## src/rtl/cond_logic.sv

```systemverilog
// cond_logic: Execute-stage conditional-execution unit.
//
// Owns the architectural NZCV register. It evaluates the condition field of the
// instruction in Execute, gates that instruction's side effects, and commits flags
// from the two-stage ALU. Those flags arrive one cycle after the producer leaves
// Execute. Flag hazards are resolved by bypass or by a stall request.
//
// Build option: define COND_FLAG_BYPASS_EN to forward alu_flags into the condition
// check. Without it, conditions always read flags_q, and any flag-reading
// conditional instruction stalls while a flag write is pending.
//
// Ports:
//   clk, reset            clock, synchronous active-high reset
//   valid_e, cond_e       Execute instruction valid / condition field
//   flag_w_e              flag write request: [1] = N,Z  [0] = C,V
//   pc_src_e, reg_write_e, mem_write_e   ungated controls from decode
//   stall                 downstream hold; Execute does not advance
//   alu_flags(_vld)       {N,Z,C,V} from ALU stage 2 and its valid
//   flags_q               architectural flags {N,Z,C,V}
//   cond_ex               condition passed for the Execute instruction
//   pc_src, reg_write, mem_write         gated controls
//   stall_req             flag hazard: hold Execute this cycle
module cond_logic (
  input  logic       clk,
  input  logic       reset,
  input  logic       valid_e,
  input  logic [3:0] cond_e,
  input  logic [1:0] flag_w_e,
  input  logic       pc_src_e,
  input  logic       reg_write_e,
  input  logic       mem_write_e,
  input  logic       stall,
  input  logic [3:0] alu_flags,
  input  logic       alu_flags_vld,
  output logic [3:0] flags_q,
  output logic       cond_ex,
  output logic       pc_src,
  output logic       reg_write,
  output logic       mem_write,
  output logic       stall_req
);

  logic       pend_vld_q, pend_vld_d;
  logic [1:0] pend_mask_q, pend_mask_d;
  logic [3:0] flags_d;

  logic [3:0] wr_bits;
  logic [3:0] merged;
  logic [3:0] eff;
  logic       commit;
  logic       pass;
  logic       reads_flags;
  logic       hazard;
  logic       issue;
  logic       capture;

  always_comb begin
    wr_bits = {{2{pend_mask_q[1]}}, {2{pend_mask_q[0]}}};
    commit  = pend_vld_q & alu_flags_vld;
    merged  = (flags_q & ~wr_bits) | (alu_flags & wr_bits);

`ifdef COND_FLAG_BYPASS_EN
    eff = commit ? merged : flags_q;
`else
    eff = flags_q;
`endif

    // eff = {N,Z,C,V}
    case (cond_e)
      4'b0000: pass = eff[2];
      4'b0001: pass = ~eff[2];
      4'b0010: pass = eff[1];
      4'b0011: pass = ~eff[1];
      4'b0100: pass = eff[3];
      4'b0101: pass = ~eff[3];
      4'b0110: pass = eff[0];
      4'b0111: pass = ~eff[0];
      4'b1000: pass = eff[1] & ~eff[2];
      4'b1001: pass = ~(eff[1] & ~eff[2]);
      4'b1010: pass = (eff[3] == eff[0]);
      4'b1011: pass = (eff[3] != eff[0]);
      4'b1100: pass = ~eff[2] & (eff[3] == eff[0]);
      4'b1101: pass = ~(~eff[2] & (eff[3] == eff[0]));
      default: pass = 1'b1;
    endcase

    // AL and 1111 never look at the flags.
    reads_flags = (cond_e[3:1] != 3'b111);

`ifdef COND_FLAG_BYPASS_EN
    hazard = valid_e & reads_flags & pend_vld_q & ~alu_flags_vld;
`else
    hazard = valid_e & reads_flags & pend_vld_q;
`endif

    stall_req = ~reset & hazard;
    cond_ex   = ~reset & pass;
    issue     = valid_e & cond_ex & ~stall_req;
    pc_src    = pc_src_e & issue;
    reg_write = reg_write_e & issue;
    mem_write = mem_write_e & issue;

    // A held instruction has not left Execute yet, so it must not capture.
    capture = issue & ~stall & (|flag_w_e);

    flags_d     = commit ? merged : flags_q;
    pend_vld_d  = (pend_vld_q & ~commit) | capture;
    pend_mask_d = capture ? flag_w_e : pend_mask_q;
  end

  always_ff @(posedge clk) begin
    if (reset) begin
      flags_q     <= 4'b0000;
      pend_vld_q  <= 1'b0;
      pend_mask_q <= 2'b00;
    end else begin
      flags_q     <= flags_d;
      pend_vld_q  <= pend_vld_d;
      pend_mask_q <= pend_mask_d;
    end
  end

endmodule

```

## config.mk

```make
export PLATFORM = sky130hd
export DESIGN_NAME = cond_logic
export DESIGN_NICKNAME = d
export VERILOG_FILES = /design/src/rtl/cond_logic.sv
export SDC_FILE = /design/constraint.sdc
export NUM_CORES = 1
export LEC_CHECK = 0
export CORE_UTILIZATION = 33
export DETAILED_ROUTE_END_ITERATION = 6
export GPL_TIMING_DRIVEN = 0
export PLACE_DENSITY = 0.83
export SETUP_SLACK_MARGIN = 0.3
export SLEW_MARGIN = 20
export SYNTH_ARGS = -nofsm -noshare
export SYNTH_HDL_FRONTEND = slang
export SYNTH_SLANG_ARGS = --single-unit
```

## constraint.sdc

```tcl
create_clock -name clk -period 1.9 [get_ports clk]
set_input_delay 0.38 -clock clk [delete_from_list [all_inputs] [get_ports clk]]
set_output_delay 0.38 -clock clk [all_outputs]
set_load 0.005 [all_outputs]
```

==> results.toml, run 1 <==
[status]
outcome = "finished with violations"
violations = "negative setup slack"

[die]
initial_utilization = 0.371
die_w_um = 40.9
io_pins = 27
die-area_um2 = 1680
num_rows = 13
coreArea_um2 = 1350
die_h_um = 40.9

[min_path]
hp-start = "reset"
hold_end = "pend_vld_q"
min-delay-path-class = "in2reg"
min_path_cells = 2

[sta]
maxSlewViolCount = 0
hold_violations = 0
tightest_slew_ps = 332
fin_crit_sh = 1.15
setup_viol = 4
worst_slack_ps = -294
clock_skew_ps = 5.04
fmax_mhz = 456
rsz0062_at_grt = "yes"
fin_crit_ps = 2190
relSlewSlack = 0.779
whs_ps = 441

[final_layout]
mostFrequentLayoutCells = "clkdlybuf4s50_1 (12), nor2_1 (10), nand3_1 (7)"
multi_input_area_um2 = 379
final_cell_count_no_fill = 108
final_common_cell = "clkdlybuf4s50_1"
drive_gt1_frac = 0.366
diodes = 0
area_growth_pct = 74.5
fillers = 115
seq_area_um2 = 148
final_nets = 112

[placed_design]
place_inst = 97
port_buffers = 24
post-dp-hpwl_um = 882
gp_congestion = 0.716
dp_slack_ps = -876

[clock_network]
insertion_delay_ps = 250
cts_hold_buffers = 0
clk_path_buf_depth = 2
clock_sinks = 7
cts_tree = "done"
cts_buffers = 3
clk_pin_slew_worst_paths_ps = 60
root_buffer = "clkbuf_4"
h-tree-depth = 1

[global_route]
use_met2 = 0.309
grt_pass1_wl_um = 1880
grt_pass1_vias = 456
busiest_layer = "met2"
use_met1 = 0.201
grtUsageMet3 = 0.0163
grt_overflow_total = 0
grt_max_degree = 10
antenna_found_initial = 0
grt_use_total = 0.168

[worst_setup_path]
cp-start-kind = "register"
rr_endpoint = "pend_mask_q[1]"
critPathCaptureType = "output pin"
rrSetupSlack_ps = 30
rr_worst_depth = 6
path_max_fanout = 4
worst-endpoint-arrival_ps = 1810
crit_required_ps = 1520
critPathKind = "reg2out"

[flow_run]
cap_violations = 0

[route]
post_drt_wl_per_cell_um = 12.9
route.detailed.drc = 0
drtIter0Drc = 10
via_per_inst = 5.14
dr.pass1.iters = 4
drtAntennaViolNets = 0
vias = 555
totalWireLength_um = 1390

[power_and_ir_drop]
power.leakage_nw = 0.455
p_per_area_nw_per_um2 = 431
vdd_drop_max_uv = 298

[synth]
synth_top_area_cell = "dfxtp_1"
yosysUniqueCellTypes = 24
synth-xor-area-share = 0.0525
synth_seq_cells = 7
synth-compound-area-share = 0.130
synth.mux.area_fraction = 0.185
synth_fa_ha_area_frac = 0
netlist_area_um2 = 500
synth_cells = 58
synth_simple_gate_area_frac = 0.308
synth.avg_cell_area_um2 = 8.63
synth_seq_area_share = 0.280
synth_fp_nets = 76
yosysTopAreaCellShare = 0.280
synth_top_family_by_area = "simple AND/OR/NAND/NOR gates"
yosys_warnings = 0
synth_area_leaders = "dfxtp_1 (28%), mux2i_1 (8.0%), nand3_1 (8.0%)"
kinds of logic after synthesis:
kind of cell,count (synthesis)
and+or+nand+nor,29
AOI/OAI and AO/OA,8
muxes,7
DFF,7
buffers and inverters,4
xor gates and xnor gates,3
where the power goes:
group	internal, W	total (W)	switching, W
clock network	0.0000801	0.000135	0.0000548
registers	0.000148	0.000150	0.00000164
logic	0.0000553	0.0000915	0.0000362
total	0.000283	0.000376	0.0000927
layer usage:
metal,wire [um],part of all wire,up-vias
li1,-,-,277
met1,559,0.40,256
met2,719,0.52,20
met3,94,0.068,2
met4,17,0.012,0
met5,0,0,-
stage by stage:
stage	area (um2)	utilization	power, W	setup TNS [ps]
after floorplan	508	-	0.000190	-5.91
after global placement	767	0.568	0.000238	-4140
after global routing	873	0.647	0.000395	-1330
after detailed placement	767	0.568	0.000239	-4380
final	873	0.647	0.000376	-1050
after CTS	827	0.613	0.000367	-1080
worst max path at each step:
stage	depth (start not counted)	start	slack, ps	endpoint
2_1_floorplan	5	cond_e[1]	-6	cond_ex
3_3_place_gp	6	cond_e[2]	-840	cond_ex
3_5_place_dp	6	cond_e[2]	-880	cond_ex
4_1_cts	5	register	-310	cond_ex
5_1_grt	5	register	-340	cond_ex
6_report	5	register	-290	cond_ex
what timing repair did:
item                       4_1_cts  5_1_grt
setup endpoints to repair        8       11
buffers inserted                 3        4
resized for setup               32       11
pin swaps                        7        4
worst max-delay path: stages, from the launching register on:
cell	delay, ps
dfxtp_4	340
mux4_2	480
xnor2_2	160
or2b_1	290
nor3b_2	170
buf_2	130
cells in the mapped netlist:
cell	n
clkbuf_1	1
xor2_1	1
nand4bb_1	1
xnor2_1	2
mux2i_1	4
nor2_1	10
mux2_4	2
nor3b_1	3
nand3_1	8
a21oi_2	1
o21ai_0	1
dfxtp_1	7
o21a_1	1
inv_1	2
or2b_1	1
nand2_1	1
o31a_4	1
a21oi_1	2
nand2b_1	2
o31ai_1	1
buf_6	1
mux4_2	1
o32ai_1	1
nor2b_1	3
layout make-up:
type | count | share of cell area
multi-input cells | 47 | 0.434
inverters | 2 | 0.00860
plain buffers | 2 | 0.0229
clock buffers | 4 | 0.0301
flip-flops and latches | 7 | 0.169
repair buffers | 31 | 0.314
well taps | 15 | 0.0215
Power figures use the tool's default switching activity.
==> run 2: changes to the inputs <==
--- a/config.mk
+++ b/config.mk
@@ -5,6 +5,7 @@
 export SDC_FILE = /design/constraint.sdc
 export NUM_CORES = 1
 export LEC_CHECK = 0
+export CAP_MARGIN = 0
 export CORE_UTILIZATION = 33
 export DETAILED_ROUTE_END_ITERATION = 6
 export GPL_TIMING_DRIVEN = 0
==> results of run 2 <==
No change in the layout: final DEF, timing and power equal those of run 1.
